File: config.mk
export PLATFORM = sky130hd
export DESIGN_NAME = ipb_master_arbiter
export DESIGN_NICKNAME = d
export VERILOG_FILES = /design/src/rtl/ipb_master_arbiter.sv
export SDC_FILE = /design/constraint.sdc
export NUM_CORES = 1
export LEC_CHECK = 0
export ABC_AREA = 1
export CAP_MARGIN = 20
export CORE_MARGIN = 8
export CORE_UTILIZATION = 40
export DETAILED_ROUTE_END_ITERATION = 7
export GPL_TIMING_DRIVEN = 1
export PLACE_DENSITY = 0.88
export SLEW_MARGIN = 20
export SYNTH_ARGS = -nofsm -noshare
export SYNTH_HDL_FRONTEND = slang
export SYNTH_SLANG_ARGS = --single-unit
export TNS_END_PERCENT = 10
File: constraint.sdc
create_clock -name ipb_clk -period 2.48 [get_ports ipb_clk]
set_clock_uncertainty 0.05 [all_clocks]
set_input_delay 0.62 -clock ipb_clk [delete_from_list [all_inputs] [get_ports ipb_clk]]
set_output_delay 0.62 -clock ipb_clk [all_outputs]
set_load 0.005 [all_outputs]
File: src/rtl/ipb_master_arbiter.sv
// Round-robin arbiter sharing one IPbus slave port between N_REQ single-word masters.
// Registered bus outputs, one-cycle ack/err routing to the winner, and a hung-access timeout.
module ipb_master_arbiter #(
  parameter int N_REQ   = 4,
  parameter int ADDR_W  = 32,
  parameter int DATA_W  = 32,
  parameter int TIMEOUT = 255
) (
  input  logic                     ipb_clk,
  input  logic                     ipb_rst_n,
  input  logic [N_REQ-1:0]         req_strobe,
  input  logic [N_REQ-1:0]         req_write,
  input  logic [N_REQ*ADDR_W-1:0]  req_addr,
  input  logic [N_REQ*DATA_W-1:0]  req_wdata,
  output logic [N_REQ-1:0]         req_ack,
  output logic [N_REQ-1:0]         req_err,
  output logic [DATA_W-1:0]        req_rdata,
  output logic [ADDR_W-1:0]        ipb_addr,
  output logic [DATA_W-1:0]        ipb_wdata,
  output logic                     ipb_strobe,
  output logic                     ipb_write,
  input  logic [DATA_W-1:0]        ipb_rdata,
  input  logic                     ipb_ack,
  input  logic                     ipb_err,
  output logic [N_REQ-1:0]         grant,
  output logic                     timeout
);

  localparam int PTR_W = (N_REQ > 1) ? $clog2(N_REQ) : 1;
  localparam int CNT_W = $clog2(TIMEOUT + 1);
  localparam logic [CNT_W-1:0] CNT_LAST = CNT_W'(TIMEOUT - 1);

  typedef enum logic [1:0] {IDLE, ACCESS, DONE} state_t;

  state_t             state;
  logic [PTR_W-1:0]   rr_ptr;
  logic [PTR_W-1:0]   owner;
  logic [CNT_W-1:0]   cnt;
  logic [PTR_W-1:0]   win_idx;
  logic               win_found;
  logic [PTR_W-1:0]   next_ptr;
  logic [N_REQ-1:0]   win_mask;
  logic [N_REQ-1:0]   owner_mask;
  logic               finish;

  // First requesting index at or above rr_ptr, wrapping around.
  always_comb begin
    win_found = 1'b0;
    win_idx   = '0;
    for (int i = 0; i < N_REQ; i++) begin
      if (!win_found && req_strobe[(int'(rr_ptr) + i) % N_REQ]) begin
        win_found = 1'b1;
        win_idx   = PTR_W'((int'(rr_ptr) + i) % N_REQ);
      end
    end
  end

  assign next_ptr   = (win_idx == PTR_W'(N_REQ - 1)) ? '0 : win_idx + 1'b1;
  assign win_mask   = N_REQ'(1) << win_idx;
  assign owner_mask = N_REQ'(1) << owner;
  // The final ACCESS cycle ends on a slave response or after TIMEOUT strobe cycles.
  assign finish     = ipb_err | ipb_ack | (cnt == CNT_LAST);

  always_ff @(posedge ipb_clk or negedge ipb_rst_n) begin
    if (!ipb_rst_n) begin
      state      <= IDLE;
      rr_ptr     <= '0;
      owner      <= '0;
      cnt        <= '0;
      ipb_strobe <= 1'b0;
      ipb_write  <= 1'b0;
      ipb_addr   <= '0;
      ipb_wdata  <= '0;
      req_ack    <= '0;
      req_err    <= '0;
      req_rdata  <= '0;
      grant      <= '0;
      timeout    <= 1'b0;
    end else begin
      req_ack <= '0;
      req_err <= '0;
      timeout <= 1'b0;
      case (state)
        IDLE: begin
          if (win_found) begin
            state      <= ACCESS;
            owner      <= win_idx;
            rr_ptr     <= next_ptr;
            cnt        <= '0;
            grant      <= win_mask;
            ipb_strobe <= 1'b1;
            ipb_write  <= req_write[win_idx];
            ipb_addr   <= req_addr[int'(win_idx)*ADDR_W +: ADDR_W];
            ipb_wdata  <= req_wdata[int'(win_idx)*DATA_W +: DATA_W];
          end
        end
        ACCESS: begin
          cnt <= cnt + 1'b1;
          if (finish) begin
            state      <= DONE;
            ipb_strobe <= 1'b0;
            grant      <= '0;
            // Error beats ack when both arrive together; timeout only without a response.
            if (ipb_err) begin
              req_err <= owner_mask;
            end else if (ipb_ack) begin
              req_ack   <= owner_mask;
              req_rdata <= ipb_rdata;
            end else begin
              req_err <= owner_mask;
              timeout <= 1'b1;
            end
          end
        end
        DONE: begin
          state <= IDLE;
        end
        default: begin
          state <= IDLE;
        end
      endcase
    end
  end

endmodule

Word-level counts from Yosys, hierarchy flattened
Index checks and enable logic that the tools add are counted.
{"block": "word_totals", "register_bits": 125, "inputBits": 300, "out_inout_bits": 111, "wordCells": 99}
{"block": "classes", "add_sub_neg": 5, "order_cmp": 5, "n_eq_ne": 5, "shift": 4, "muxes": 45, "bitwise_logic": 6, "n_reduce_logical": 16}
{"op": "128-bit by 8-bit indexed part select with 32-bit output", "count": 2}
{"op": "4-bit two-way mux", "count": 10}
{"op": "1-bit two-way mux", "count": 18}
{"op": "8-bit case mux with 2 select lines", "count": 1}
{"op": "2-bit two-way mux", "count": 7}
{"op": "3-bit by 4-bit < comparator with 1-bit output (second input constant)", "count": 3}
{"op": "1-bit binary-select mux with 2-bit select", "count": 5}
{"op": "8-bit by 1-bit adder with 8-bit output (second input constant)", "count": 1}
{"op": "8-bit == test (second input constant)", "count": 1}
{"op": "8-bit two-way mux", "count": 1}
{"op": "4-bit case mux with 2 select lines", "count": 1}
{"op": "1-bit by 2-bit << shifter with 4-bit output (first input constant)", "count": 2}
{"op": "2-bit by 3-bit < comparator with 1-bit output (second input constant)", "count": 2}
{"op": "2-bit AND reduction", "count": 3}
{"op": "2-bit OR reduction", "count": 3}
{"op": "2-bit by 1-bit adder with 2-bit output (second input constant)", "count": 2}
{"op": "2-bit adder (second input constant)", "count": 2}
{"op": "2-bit != test (second input constant)", "count": 2}
{"op": "2-bit case mux with 2 select lines", "count": 1}
{"op": "4-bit AND reduction", "count": 1}
{"op": "1-bit AND (first input constant)", "count": 3}
{"op": "1-bit logical AND", "count": 3}
{"op": "1-bit logical NOT", "count": 3}
{"op": "3-bit AND reduction", "count": 1}
{"op": "other kinds (7)", "count": 8}

Longest topological paths before layout
Gate-level depths: netlist of run 1.
{"block": "logic_depth", "ltp_word": 17, "mapped_depth": 16}

Least setup slack after synthesis of run 1
OpenSTA, ideal clock, no wires.
{"block": "synth_timing", "kind": "input port to flip-flop", "from": "input port req_strobe[1]", "to": "register rr_ptr[1]", "setup_ns": 0.121, "arrival_time_ns": 1.922, "slack_ns": 0.387, "cell_stages": 12, "cell_sequence": "inv_1 nand2_1 nand3_1 nand2_1 nor2_2 nand3_4 nand3_4 buf_6 inv_2 ha_1 nand2_1 o21ai_1"}
{"block": "synth_via", "elab_chain_cells": 14}
{"element": "start, declared", "line": "11", "source": "input logic [N_REQ-1:0] req_strobe,"}
{"element": "1-bit binary-select mux with 2-bit select", "line": "51", "source": "if (!win_found && req_strobe[(int'(rr_ptr) + i) % N_REQ]) begin"}
{"element": "1-bit two-way mux (implied by the code)", "line": "51"}
{"element": "1-bit two-way mux", "line": "51"}
{"element": "1-bit logical NOT", "line": "51"}
{"element": "1-bit logical AND", "line": "51"}
{"element": "1-bit two-way mux", "line": "51"}
{"element": "1-bit logical NOT", "line": "51"}
{"element": "1-bit logical AND", "line": "51"}
{"element": "1-bit two-way mux", "line": "51"}
{"element": "1-bit logical NOT", "line": "51"}
{"element": "1-bit logical AND", "line": "51"}
{"element": "2-bit two-way mux *", "line": "51"}
{"element": "2-bit by 1-bit adder with 2-bit output or 2-bit == test (tied branches)", "line": "58", "source": "assign next_ptr = (win_idx == PTR_W'(N_REQ - 1)) ? '0 : win_idx + 1'b1;"}
{"element": "2-bit two-way mux *", "line": "58"}
{"element": "net next_ptr[1]", "line": "41", "source": "logic [PTR_W-1:0] next_ptr;"}
{"element": "end signal, assigned", "line": "88", "source": "rr_ptr <= next_ptr;"}
{"element": "end, declared", "line": "36", "source": "logic [PTR_W-1:0] rr_ptr;"}
The timed path passes the listed nets; every way through them passes the cells marked *. The select of a mux whose other input is x is not followed.
A chain may end at the register's enable or synchronous reset.

Worst setup path after layout of run 1
{"block": "layout_timing", "from": "input port req_strobe[3]", "to": "register grant[2]"}
{"block": "layout_via", "elab_chain_cells": 15}
{"element": "1-bit binary-select mux with 2-bit select", "line": "51"}
{"element": "1-bit two-way mux (implied by the code)", "line": "51"}
{"element": "1-bit two-way mux", "line": "51"}
{"element": "1-bit logical NOT", "line": "51"}
{"element": "1-bit logical AND", "line": "51"}
{"element": "1-bit two-way mux", "line": "51"}
{"element": "1-bit logical NOT", "line": "51"}
{"element": "1-bit logical AND", "line": "51"}
{"element": "1-bit two-way mux", "line": "51"}
{"element": "1-bit logical NOT", "line": "51"}
{"element": "1-bit logical AND", "line": "51"}
{"element": "2-bit two-way mux", "line": "51"}
{"element": "1-bit by 2-bit << shifter with 4-bit output", "line": "59", "source": "assign win_mask = N_REQ'(1) << win_idx;"}
{"element": "4-bit two-way mux", "line": "85", "source": "if (win_found) begin"}
{"element": "4-bit case mux with 2 select lines", "line": "83", "source": "case (state)"}
{"element": "end signal, assigned", "line": "90", "source": "grant <= win_mask;"}
{"element": "end, declared", "line": "25", "source": "output logic [N_REQ-1:0] grant,"}
Several ways; a longest one is shown, not always the timed one. The select of a mux whose other input is x is not followed.

==> impl_metrics.ini, run 1 <==
[outcome]
outcome = complete, no violations

[sta]
rsz0062_at_grt = no
setup_viol = 0
setup_ws_ps = 135
maxSlewViolCount = 0
worst_slew_pin_slew_ps = 534
max-slew-margin-rel_pct = 64.0
hold_violations = 0
period_share_pct = 94.6
final.min_clock_period_ps = 2350
clock.fmax_mhz = 426

[layout]
instances_no_fill = 1845
area_delta_synth_final_pct = 65.4
final_cell_mix = clkdlybuf4s50_1, nand2_1, nand3_1
final_nets = 1863
drive_gt1_share_pct = 8.77
final_common_cell = clkdlybuf4s50_1

[critical_path]
worstSetupEndpointType = flop
cp.arrival_ps = 2620
path_class = input pin to flop
cp_cell_sequence = clkdlybuf4s50_1, inv_1, nand2_1, nand2_1, nor2_1, nor2_1, nand3_4, nand2_4, inv_2, buf_6, nand2_1, o21ai_0
crit_top_cell = nand2_1
cp.required_ps = 2760
critPathLaunchType = input pin
cp_slowest_cell = clkdlybuf4s50_1
cpPeakStageDelay_ps = 510
crit_fanout = 21

[min_path]
hold_class = input pin to async pin

[yosys]
synth-seq-cells = 125
yosys.area_share.simple_pct = 39.5
syn-num-nets = 1460
synth_xor_area_share_pct = 0.109
synth.area.top_cells = dfrtp_1, nand3_1, nand2_1
synth_area_leader_cell = dfrtp_1
synthMuxAreaShare_pct = 4.47
synth_top_family_by_area = simple AND/OR/NAND/NOR gates
synth_compound_area_share_pct = 1.52
synth.distinct_cells = 31
avgSynthCellArea_um2 = 6.96
synthAdderAreaFrac_pct = 0.466
synth_cells = 1157
synth.top_cell.area_share_pct = 38.8
yosysSeqAreaShare_pct = 38.8
yosys_warnings = 0
netlist_area_mm2 = 0.00806

[place]
gp_congestion = 0.924
dp.cells = 1811
pre_cts_slack_ps = -329
hpwl_mm = 26.4
io_buffers = 410

[floorplan]
die_x_um = 158
start_util_pct = 40.3
dieArea_mm2 = 0.0249
coreArea_mm2 = 0.0200
die_y_um = 158
row_count = 52
ios = 411

[global_routing]
grt_busiest_layer = met2
met3_usage_pct = 7.84
grt_usage_pct = 27.1
grt_pass1_wl_mm = 52.6
grt_antenna_before_repair = 2
grt_overflow = 0
grtUsageMet1_pct = 29.5
grt_pass1_vias = 10000
use_met2_pct = 47.5
grt_max_degree = 52

[routing]
first_pass_iters = 5
wl_per_cell_um = 18.7
vias = 9748
drt-total-wl_mm = 34.6
postRouteAntennaNets = 0
drt_iter0_drc = 814
route.detailed.drc = 0
via_per_inst = 5.28

[clock_network]
clkLatencyLatePin_ps = 410
cts_hold_buf = 0
cts_tree = done
cts_buffers = 17
clock_sinks = 125
cts_max_path_buffers = 2
cts_setup_buffers = 0
clock-root-buffer = clkbuf_16
path_clk_slew_ps = 60
htree_levels = 4

[power]
design_power_total_uw = 18800
ir_drop_uv = 956
power_density_mw_per_mm2 = 1410
p_leak_uw = 0.00658

[flow_run]
max_cap_viol_count = 0
[worst max-delay path, delay by kind of cell]
| kind | cells | cell delay (ps) |
|---|---|---|
| buf+inv | 4 | 940 |
| simple gates | 7 | 830 |
| compound gates | 1 | 210 |
[metal layers]
metal  vias to the layer above  share of wire (%)
met5                         -                  0
met4                         0                4.5
met3                       105                9.9
met2                       566                 50
met1                      4554                 36
li1                       4523                  -
[synthesized netlist by cell type, drive strengths merged]
cell type,number
nand2,305
nand3,235
inv,204
dfrtp,125
nand4,99
buf,54
nor2,44
mux2,32
clkbuf,29
o21ai,13
ha,3
o22ai,3
a21oi,2
nor3,2
a21boi,1
a31oi,1
and2,1
nor4,1
o211ai,1
o21bai,1
xor2,1
[what timing repair did]
| action | in CTS | in global routing |
|---|---|---|
| setup endpoints to repair | 0 | 40 |
| resized for setup | 0 | 2 |
| hold endpoints to repair | 0 | 0 |
[layout make-up]
type / instances / area (um2)
fill: 1606 / 6650
timing repair buffer: 467 / 4770
multi-input combinational: 745 / 3740
clock inverter: 14 / 136
antenna: 2 / 5.00
sequential: 125 / 3130
tap: 270 / 338
inverter: 204 / 771
clock buffer: 18 / 439
[kinds of logic after synthesis]
| group | after synthesis |
|---|---|
| and+or+nand+nor | 687 |
| muxes | 32 |
| AOI/OAI and AO/OA | 22 |
| DFF | 125 |
| xor gates and xnor gates | 1 |
| adders and majority gates | 3 |
| buffers and inverters | 287 |
[stage by stage]
stage               hold slack (ps)  TNS, ps  area, um2  utilization, %
floorplan                       274        0       8060               -
global placement                406   -11600      12700            63.8
detailed placement              429   -15300      12700            63.8
CTS                            69.0        0      13300            66.7
global route                   83.0        0      13300            66.7
finish                         71.2        0      13300            66.7
[power breakdown]
group	leakage (uW)	internal, uW	switching [uW]
clock	0.000280	1430	1030
sequential	0.00155	3040	573
combinational	0.00474	5500	7250
[sequential cells by signal (all words and copies together), names as in the netlist]
name        flops
ipb_strobe      1
req_ack         4
cnt             8
req_rdata      32
ipb_write       1
grant           4
ipb_addr       32
timeout         1
owner           2
rr_ptr          2
ipb_wdata      32
state           2
req_err         4
[worst paths after layout]
kind	start	endpoint	slack, ps	depth (start not counted)
min	ipb_rst_n	req_rdata[1]	70	1
max	req_strobe[3]	grant[2]	130	12
min reg2reg	ipb_strobe	ipb_strobe	440	2
max reg2reg	rr_ptr[0]	grant[2]	250	11
min in group ipb_clk	ipb_strobe	ipb_strobe	440	2
max in group asynchronous	ipb_rst_n	rr_ptr[0]	1670	2
No activity file was read; power rests on OpenSTA's default activity.
==> run 2: changes to the inputs <==
--- a/config.mk
+++ b/config.mk
@@ -10,8 +10,9 @@
 export CORE_MARGIN = 8
 export CORE_UTILIZATION = 40
 export DETAILED_ROUTE_END_ITERATION = 7
+export DONT_BUFFER_PORTS = 1
 export GPL_TIMING_DRIVEN = 1
-export PLACE_DENSITY = 0.88
+export PLACE_DENSITY = 0.61
 export SLEW_MARGIN = 20
 export SYNTH_ARGS = -nofsm -noshare
 export SYNTH_HDL_FRONTEND = slang
==> impl_metrics.ini, run 2 (synthesis gave the netlist of run 1 again) <==
[outcome]
outcome = complete, but fails checks
violations = negative hold slack

[routing]
drt_iter0_drc = 601
via_per_inst = 5.57
wl_per_cell_um = 21.5
route.detailed.drc = 0
first_pass_iters = 8
vias = 7803
drt-total-wl_mm = 30.1
postRouteAntennaNets = 0

[global_routing]
grt_pass1_vias = 7441
grt_usage_pct = 22.6
grt_pass1_wl_mm = 43.1
grt_antenna_before_repair = 3
grt_overflow = 0
grt_max_degree = 126

[power]
power_density_mw_per_mm2 = 1790
ir_drop_uv = 1420
p_leak_uw = 0.00478

[layout]
final_nets = 1420
fin_area_mm2 = 0.00889
drive_gt1_share_pct = 9.20
area_delta_synth_final_pct = 10.3
largest_registers = ipb_addr x32, ipb_wdata x32, req_rdata x32
final_common_cell = nand2_1
fin_util_pct = 44.5
final_cell_mix = nand2_1, nand3_1, inv_1

[critical_path]
path_class = flop to flop
cp_slowest_cell = dfrtp_2
crit_top_cell = nand2_1
cp.required_ps = 2750
cpPeakStageDelay_ps = 490
critPathLaunchType = flop
cp_cell_sequence = inv_6, nand2_1, nand2_1, nor2_1, nor2_1, nand3_4, nand2_4, inv_2, buf_12, nand2_1, o21ai_0
cp.arrival_ps = 2610
worstSetupEndpointType = flop
crit_fanout = 24

[sta]
clock.fmax_mhz = 426
maxSlewViolCount = 0
setup_viol = 0
worst_slew_pin_slew_ps = 494
final.min_clock_period_ps = 2350
rsz0062_at_grt = yes
max-slew-margin-rel_pct = 66.7
hold_violations = 125
period_share_pct = 94.7
holdWs_ps = -146

[clock_network]
cts_max_path_buffers = 2
clock-root-buffer = clkbuf_16
clock_sinks = 125
cts_buffers = 17
path_clk_slew_ps = 70
cts_tree = done
htree_levels = 4
clkLatencyLatePin_ps = 410

[floorplan]
die_y_um = 158
die_x_um = 158
coreArea_mm2 = 0.0200
ios = 411
dieArea_mm2 = 0.0249
start_util_pct = 40.3
row_count = 52

[place]
io_buffers = 0
dpl-instance-area_mm2 = 0.00827
gp_congestion = 0.856
hpwl_mm = 21.5

[min_path]
hold_class = input pin to async pin

[flow_run]
max_cap_viol_count = 0
run 2: final timing paths:
check,start,to,slack (ps),cells after the start
worst min register to register,cnt[4],cnt[4],470,2
worst max register to register,rr_ptr[0],grant[0],130,11
max in group asynchronous,ipb_rst_n,ipb_addr[12],2330,0
worst max-delay path,rr_ptr[0],grant[0],130,11
worst min-delay path,ipb_rst_n,ipb_wdata[7],-150,0
min in group ipb_clk,ipb_ack,timeout,230,1
run 2: power by group:
group	internal (uW)	switching [uW]
clock	1320	1030
sequential	3040	885
combinational	3190	6410
run 2: what timing repair did:
| action | in CTS | in global routing |
|---|---|---|
| pin swaps | 0 | 1 |
| hold endpoints to repair | 125 | 125 |
| gates cloned | 0 | 2 |
| buffers inserted | 0 | 1 |
| gates resized for setup | 1 | 2 |
| setup endpoints to repair | 23 | 30 |
run 2: critical path: cells and delay by family (launching register included):
kind / cells / cell delay [ps]
AND/OR/NAND/NOR: 7 / 850
buffers and inverters: 3 / 650
flip-flops: 1 / 490
AO/OA/AOI/OAI: 1 / 200
run 2: routing by layer:
layer  vias to the layer above  track usage, %  wire length [um]
met4                         4            9.07               894
met5                         -               0                23
met1                      3635            26.5             11200
met2                       449            36.8             14400
li1                       3655               -                 -
met3                        60            8.44              3590
run 2: layout make-up:
cell class | instances | area [um2]
antenna | 1 | 2.50
multi-input combinational | 746 | 3750
tap | 270 | 338
clock inverter | 14 | 111
inverter | 204 | 771
clock buffer | 18 | 439
sequential | 125 | 3130
timing repair buffer | 23 | 348
fill | 2103 | 11100
run 2: stage by stage:
step	std cells	hold slack [ps]	TNS, ps	total power (uW)	setup WS [ps]
after floorplan	1157	274	0	10600	387
after global placement	1365	282	0	13000	32.6
after detailed placement	1365	281	-86.8	13200	-47.4
after CTS	1397	-170	0	15600	20.6
after global routing	1401	-176	-63.4	17300	-35.6
final	1401	-146	0	15900	133
